$ cat config.mk
export PLATFORM = sky130hd
export DESIGN_NAME = fetch_unit_flat
export DESIGN_NICKNAME = d
export VERILOG_FILES = /design/src/rtl/fetch_unit_if.sv /design/src/rtl/fetch_unit.sv /design/src/flat_wrapper.sv
export SDC_FILE = /design/constraint.sdc
export NUM_CORES = 1
export LEC_CHECK = 0
export CORE_UTILIZATION = 30
export CTS_CLUSTER_DIAMETER = 150
export DETAILED_ROUTE_END_ITERATION = 6
export PLACE_DENSITY = 0.75
export SYNTH_ARGS = -nofsm -noshare
export SYNTH_HDL_FRONTEND = slang
export SYNTH_SLANG_ARGS = --single-unit
$ cat constraint.sdc
create_clock -name clk -period 3.2 [get_ports clk]
set_clock_uncertainty 0.05 [all_clocks]
set_input_delay 0.48 -clock clk [delete_from_list [all_inputs] [get_ports clk]]
set_output_delay 0.48 -clock clk [all_outputs]
set_load 0.005 [all_outputs]
$ cat src/rtl/fetch_unit_if.sv
`default_nettype none
// ============================================================================
// Module   : fetch_if
// Brief    : Bus between the fetch unit, its controller and the instruction ROM.
//            The icount member exists only when FETCH_ICOUNT_EN is defined.
// Revision : 1.0
// ============================================================================
interface fetch_if #(
  parameter int PC_W = 10
);
  logic            start;
  logic [PC_W-1:0] start_addr;
  logic [8:0]      instr_in;
  logic            branch;
  logic            br_cond;
  logic [PC_W-1:0] br_target;
  logic            halt;
  logic [PC_W-1:0] instr_addr;
  logic [3:0]      opcode;
  logic [4:0]      operand;
  logic            valid;
  logic            done;
`ifdef FETCH_ICOUNT_EN
  logic [15:0]     icount;
`endif

  modport slave (
`ifdef FETCH_ICOUNT_EN
    output icount,
`endif
    input  start, start_addr, instr_in, branch, br_cond, br_target, halt,
    output instr_addr, opcode, operand, valid, done
  );

  modport master (
`ifdef FETCH_ICOUNT_EN
    input  icount,
`endif
    output start, start_addr, instr_in, branch, br_cond, br_target, halt,
    input  instr_addr, opcode, operand, valid, done
  );
endinterface
`default_nettype wire

$ cat src/rtl/fetch_unit.sv
`default_nettype none
// ============================================================================
// Module   : fetch_unit
// Brief    : PC sequencer with start/branch/halt control. Optional macro
//            FETCH_ICOUNT_EN adds a saturating 16-bit issued-instruction count.
// Revision : 1.0
// ============================================================================
module fetch_unit #(
  parameter int         PC_W    = 10,
  parameter logic [3:0] HALT_OP = 4'd12
) (
  input  wire logic clk,
  input  wire logic rst_n,
  fetch_if.slave    bus
);

  typedef enum logic [1:0] {
    IDLE   = 2'd0,
    RUN    = 2'd1,
    HALTED = 2'd2
  } state_t;

  localparam logic [PC_W-1:0] c_pc_one = {{(PC_W-1){1'b0}}, 1'b1};

  state_t          r_state;
  logic [PC_W-1:0] r_pc;
  logic            r_valid;
  logic            r_done;
  logic [3:0]      w_opcode;
  logic [4:0]      w_operand;

`ifdef FETCH_ICOUNT_EN
  localparam logic [15:0] c_icount_max = 16'hFFFF;
  logic [15:0] r_icount;
`endif

  always_ff @(posedge clk or negedge rst_n) begin
    if (!rst_n) begin
      r_state  <= IDLE;
      r_pc     <= '0;
      r_valid  <= 1'b0;
      r_done   <= 1'b0;
`ifdef FETCH_ICOUNT_EN
      r_icount <= '0;
`endif
    end else begin
      case (r_state)
        // Branch and halt are deliberately not looked at outside RUN.
        IDLE, HALTED: begin
          if (bus.start) begin
            r_state  <= RUN;
            r_pc     <= bus.start_addr;
            r_valid  <= 1'b1;
            r_done   <= 1'b0;
`ifdef FETCH_ICOUNT_EN
            r_icount <= '0;
`endif
          end
        end
        RUN: begin
          if (bus.start) begin
            r_pc     <= bus.start_addr;
`ifdef FETCH_ICOUNT_EN
            r_icount <= '0;
`endif
          end else begin
`ifdef FETCH_ICOUNT_EN
            if (r_icount != c_icount_max) begin
              r_icount <= r_icount + 16'd1;
            end
`endif
            // The halting instruction keeps its address so it stays visible.
            if (bus.halt) begin
              r_state <= HALTED;
              r_valid <= 1'b0;
              r_done  <= 1'b1;
            end else if (bus.branch && bus.br_cond) begin
              r_pc <= bus.br_target;
            end else begin
              r_pc <= r_pc + c_pc_one;
            end
          end
        end
        default: begin
          r_state <= IDLE;
          r_valid <= 1'b0;
          r_done  <= 1'b0;
        end
      endcase
    end
  end

  always_comb begin
    w_opcode  = HALT_OP;
    w_operand = 5'd0;
    if (r_state == RUN) begin
      w_opcode  = bus.instr_in[8:5];
      w_operand = bus.instr_in[4:0];
    end
  end

  assign bus.instr_addr = r_pc;
  assign bus.opcode     = w_opcode;
  assign bus.operand    = w_operand;
  assign bus.valid      = r_valid;
  assign bus.done       = r_done;
`ifdef FETCH_ICOUNT_EN
  assign bus.icount     = r_icount;
`endif

endmodule
`default_nettype wire
$ cat src/flat_wrapper.sv
// flat-port wrapper written by rule: the top's interface ports become plain ports
module fetch_unit_flat 
#(
  parameter int         PC_W    = 10,
  parameter logic [3:0] HALT_OP = 4'd12
)
  (clk, rst_n, bus_start, bus_start_addr, bus_instr_in, bus_branch, bus_br_cond, bus_br_target, bus_halt, bus_instr_addr, bus_opcode, bus_operand, bus_valid, bus_done);
  fetch_if #(.PC_W(PC_W)) bus_i ();
  input  wire logic clk;
  input  wire logic rst_n;
  input wire logic [$bits(bus_i.start)-1:0] bus_start;
  input wire logic [$bits(bus_i.start_addr)-1:0] bus_start_addr;
  input wire logic [$bits(bus_i.instr_in)-1:0] bus_instr_in;
  input wire logic [$bits(bus_i.branch)-1:0] bus_branch;
  input wire logic [$bits(bus_i.br_cond)-1:0] bus_br_cond;
  input wire logic [$bits(bus_i.br_target)-1:0] bus_br_target;
  input wire logic [$bits(bus_i.halt)-1:0] bus_halt;
  output wire logic [$bits(bus_i.instr_addr)-1:0] bus_instr_addr;
  output wire logic [$bits(bus_i.opcode)-1:0] bus_opcode;
  output wire logic [$bits(bus_i.operand)-1:0] bus_operand;
  output wire logic [$bits(bus_i.valid)-1:0] bus_valid;
  output wire logic [$bits(bus_i.done)-1:0] bus_done;
  assign bus_i.start = bus_start;
  assign bus_i.start_addr = bus_start_addr;
  assign bus_i.instr_in = bus_instr_in;
  assign bus_i.branch = bus_branch;
  assign bus_i.br_cond = bus_br_cond;
  assign bus_i.br_target = bus_br_target;
  assign bus_i.halt = bus_halt;
  assign bus_instr_addr = bus_i.instr_addr;
  assign bus_opcode = bus_i.opcode;
  assign bus_operand = bus_i.operand;
  assign bus_valid = bus_i.valid;
  assign bus_done = bus_i.done;
  fetch_unit #(.PC_W(PC_W), .HALT_OP(HALT_OP)) u_core (.clk(clk), .rst_n(rst_n), .bus(bus_i));
endmodule
After elaboration in Yosys (flattened, before gate mapping) --
Index checks and enable logic that the tools add are counted.
Operators by class: $add $sub $neg 1, multiply operators 0, divide/modulo/power cells 0, $lt $le $gt $ge 0, eq/ne operators 6, shifts and indexed selects 0, multiplexer cells 19, bitwise logic cells 0, reductions and logical operators 6
Operators with widths (count):
- $mux 10 | 4
- $pmux 10 s2 | 1
- $add 10x1->10 const B | 1
- $mux 1 | 6
- $mux 2 | 3
- $ne 2x2->1 const B | 3
- $reduce_and 3->1 | 2
- $mux 5 | 1
- $mux 4 | 1
- $pmux 1 s2 | 2
- $pmux 2 s2 | 1
- $ne 3x3->1 const B | 1
- $eq 2x1->1 const B | 1
- $eq 2x2->1 const B | 1
- $logic_not 2->1 | 1
- $reduce_bool 2->1 | 1
- $reduce_or 2->1 | 1
- $logic_and 1x1->1 | 1
Word-level totals: register bits after elaboration 14, bits in latches 0, bits in writable memories 0, bits in read-only memories 0, output and inout bits 21, logic and storage cells 36, memories 0

Logic depth before layout (Yosys ltp) --
depth after elaboration 5, depth in mapped cells 5, mapped depth without buffers 5

Worst setup path after synthesis --
OpenSTA, ideal clock, no wires.
kind register to register, start point reg u_core.r_pc[0] (netlist: u_core.bus.instr_addr[0]), end point reg u_core.r_pc[8] (netlist: u_core.bus.instr_addr[8]), library setup time 0.082 ns, arrival 1.441 ns, path slack 1.626 ns, cell stages (with the launch flop) 6, buffers on the path 0, path through dfrtp_1 ha_1 nand4_1 or3_1 a31o_2 o22ai_1
Between the ends: cells in the longest elaborated chain, start to end 5
Ends and longest elaborated chain:
- start: declaration | RTL line fetch_unit.sv:26 | logic [PC_W-1:0] r_pc;
- start signal: assignment | RTL line fetch_unit.sv:52 | r_pc <= bus.start_addr;
- start signal: assignment | RTL line fetch_unit.sv:62 | r_pc <= bus.start_addr;
- start signal: assignment | RTL line fetch_unit.sv:78 | r_pc <= bus.br_target;
- $add 10x1->10 | RTL line fetch_unit.sv:80 | r_pc <= r_pc + c_pc_one;
- $mux 10 | RTL line fetch_unit.sv:77 | end else if (bus.branch && bus.br_cond) begin
- $mux 10 | RTL line fetch_unit.sv:73 | if (bus.halt) begin
- $mux 10 | RTL line fetch_unit.sv:61 | if (bus.start) begin
- $pmux 10 s2 | RTL line fetch_unit.sv:47 | case (r_state)
Every way passes these cells. The select of a mux whose other input is x is not followed. A chain may end at the register's enable or synchronous reset.

Final worst setup path --
start point reg u_core.r_state[0], end point out bus_operand[2]
Between the ends: cells in the longest elaborated chain, start to end 2
Ends and longest elaborated chain:
- start: declaration | RTL line fetch_unit.sv:25 | state_t r_state;
- start signal: assignment | RTL line fetch_unit.sv:39 | r_state <= IDLE;
- start signal: assignment | RTL line fetch_unit.sv:51 | r_state <= RUN;
- start signal: assignment | RTL line fetch_unit.sv:74 | r_state <= HALTED;
- $eq 2x1->1 | RTL line fetch_unit.sv:96 | if (r_state == RUN) begin
- $mux 5 | RTL line fetch_unit.sv:96
- end: declaration | RTL line flat_wrapper.sv:20 | output wire logic [$bits(bus_i.operand)-1:0] bus_operand;
Every way passes these cells.

==> impl_metrics.py <==
metrics = {
    "status": {
        "status": "completed",
    },
    "pwr": {
        "total_power_uw": 654,
        "p_sw_frac": 0.348,
        "vdd_drop_max_mv": 0.155,
        "internal_power_uw": 426,
        "switchingPower_uw": 227,
        "pwr-share-comb": 0.452,
        "p_clk_frac": 0.159,
        "leakage_nw": 0.615,
        "p_seq_frac": 0.389,
        "power.density_mw_per_mm2": 412,
    },
    "sta": {
        "clock.fmax_mhz": 420,
        "tns_ns": 0,
        "grt_setup_unrepaired": "false",
        "setup_violations": 0,
        "slew_violations": 0,
        "hold_violations": 0,
        "final.period_utilization": 0.744,
        "slew-limit-headroom": 0.591,
        "period_needed_ns": 2.38,
        "tightest_slew_ns": 0.611,
    },
    "synth": {
        "yosysWarnings": 0,
        "syn-cell-area_um2": 957,
        "synth.distinct_cells": 33,
        "synthCells": 114,
        "ys_top_cells_by_area": "dfrtp_1, mux2i_1, nor2b_1",
        "synth_top_area_share": 0.340,
        "synth.largest_area_cell": "dfrtp_1",
        "avgSynthCellArea_um2": 8.40,
        "synth-seq-cells": 13,
        "ys_seq_area_frac": 0.340,
        "syn-num-nets": 150,
    },
    "clock_tree": {
        "clock_latency_ns": 0.28,
        "cts_setup_buffers": 0,
        "cts_max_level": 1,
        "clock-sinks": 13,
        "cts-root-buf": "clkbuf_4",
        "cts_tree": "built",
        "ctsResizeCount": 0,
        "cts_hold_buf": 0,
        "path_clk_slew_ns": 0.08,
        "clk_path_buf_depth": 2,
        "cts_buffers": 3,
    },
    "min_path": {
        "min_path_type": "register to register",
        "min_from": "u_core.r_state[0]",
    },
    "setup_path": {
        "worstSetupPathType": "register to output port",
        "path_max_fanout": 10,
        "critical_path_arrival_ns": 1.85,
        "cp-start-kind": "register",
        "r2r_start": "u_core.bus.instr_addr[0]",
        "startpoint": "u_core.r_state[0]",
        "cp.required_ns": 2.67,
        "endpoint_kind": "output port",
    },
    "detailed_routing": {
        "drtAntennaViolNets": 0,
        "drt_pre_antenna_iters": 4,
        "wl_um": 3020,
        "drtIter0Drc": 25,
        "viasPerCell": 4.96,
        "via_count": 1072,
        "routedWlPerCell_um": 14.0,
        "drc": 0,
    },
    "die": {
        "core_mm2": 0.00303,
        "die_x_um": 58.5,
        "die_area_mm2": 0.00342,
        "rows": 20,
        "io_pins": 56,
        "die_h_um": 58.5,
        "start_util": 0.316,
    },
    "placed_design": {
        "port_buffers": 55,
        "hpwlAfterDp_um": 2400,
        "place.gp.congestion": 0.799,
    },
    "grt": {
        "overflow": 0,
        "grt_usage": 0.182,
        "grt_max_degree": 14,
        "grt_pass1_vias": 991,
        "grt_pass1_wl_um": 4710,
        "antenna_found_initial": 0,
    },
    "layout": {
        "syn_to_final_growth_pct": 65.6,
        "nNetsFinal": 209,
        "mostFrequentLayoutCell": "clkdlybuf4s50_1",
        "n_fill_cell": 282,
        "seq_area_um2": 325,
        "final_layout_size_suffix_gt1_frac": 0.0640,
        "num_antenna_cells": 0,
        "final_cell_mix": "clkdlybuf4s50_1, dfrtp_1, nand2_1, nor2b_1, o21ai_0",
        "multi_input_area_um2": 617,
    },
    "flow_run": {
        "cap_viol_max_count": 0,
    },
}
## power groups by stage
stage / clock (mW) / combinational [mW] / sequential (mW)
floorplan: 0 / 0.134 / 0.247
global placement: 0 / 0.289 / 0.254
global route: 0.111 / 0.325 / 0.260
CTS: 0.105 / 0.298 / 0.253
detailed placement: 0 / 0.297 / 0.256
finish: 0.104 / 0.296 / 0.254
## worst max-delay path, cell delays in order (launching register included)
cell and delay [ns]:
dfrtp_1 0.43, nor2b_1 0.44, and2_1 0.21, clkdlybuf4s50_1 0.50
## logic make-up after synthesis
| group | share of synthesized area |
|---|---|
| and+or+nand+nor | 0.339 |
| AOI/OAI and AO/OA | 0.182 |
| DFF | 0.340 |
| muxes | 0.0837 |
| xor gates and xnor gates | 0.0275 |
| buffers and inverters | 0.0157 |
| adders and majority gates | 0.0131 |
## layout make-up
type / count / area share
Clock buffer: 4 / 0.0166
Inverter: 1 / 0.00237
Multi-Input combinational cell: 98 / 0.389
Sequential cell: 13 / 0.205
Tap cell: 44 / 0.0347
Timing Repair Buffer: 56 / 0.352
## worst paths after layout
path / end / slack, ns / depth (start not counted)
max in group asynchronous: u_core.bus.instr_addr[2] / 2.18 / 1
setup reg to reg: u_core.bus.instr_addr[8] / 1.42 / 5
hold reg to reg: u_core.bus.valid / 0.51 / 1
hold / removal: u_core.bus.valid / 0.51 / 1
setup / recovery: bus_operand[2] / 0.82 / 3
min in group asynchronous: u_core.bus.instr_addr[9] / 0.53 / 1
## synthesized netlist by cell type
master and number:
dfrtp_1 13, nand2_1 11, nor2b_1 10, o21ai_0 10, nor2_1 9, and2_1 8, mux2i_1 8, a21oi_1 4
nand3_1 4, nor3_1 4, o31ai_1 4, nand2b_1 3, xnor2_1 3, a31o_2 2, nand4_1 2, or3_1 2
a211oi_1 1, a31oi_1 1, and2b_1 1, and3_1 1, buf_4 1, clkbuf_1 1, ha_1 1, inv_2 1
nand3_4 1, nor3b_1 1, nor4_1 1, o21a_1 1, o21ai_2 1, o22a_2 1, o22ai_1 1, o31a_2 1
or4_1 1
## stage by stage
step	cells	worst slack [ns]	hold slack [ns]	utilization	area, um2
after floorplan	114	1.63	0.134	-	957
after global placement	212	0.977	0.485	0.515	1560
after detailed placement	212	0.869	0.497	0.515	1560
after CTS	216	0.806	0.505	0.524	1590
after global routing	216	0.662	0.548	0.524	1590
final	216	0.818	0.511	0.524	1590
## sequential cells by signal, indices dropped and copies added, names as in the netlist
register / count
u_core.r_state: 1
u_core.bus.instr_addr: 10
u_core.bus.done: 1
u_core.bus.valid: 1
## layer usage
layer | part of all wire | routed length, um | GRT usage | up-vias
met5 | 0 | 0 | 0 | -
met4 | 0.0089 | 27 | 0.0510 | 0
met3 | 0.089 | 269 | 0.0352 | 5
met2 | 0.46 | 1390 | 0.325 | 53
met1 | 0.44 | 1330 | 0.224 | 485
li1 | - | - | - | 529
Note: power is estimated with default switching activity, not from simulation.
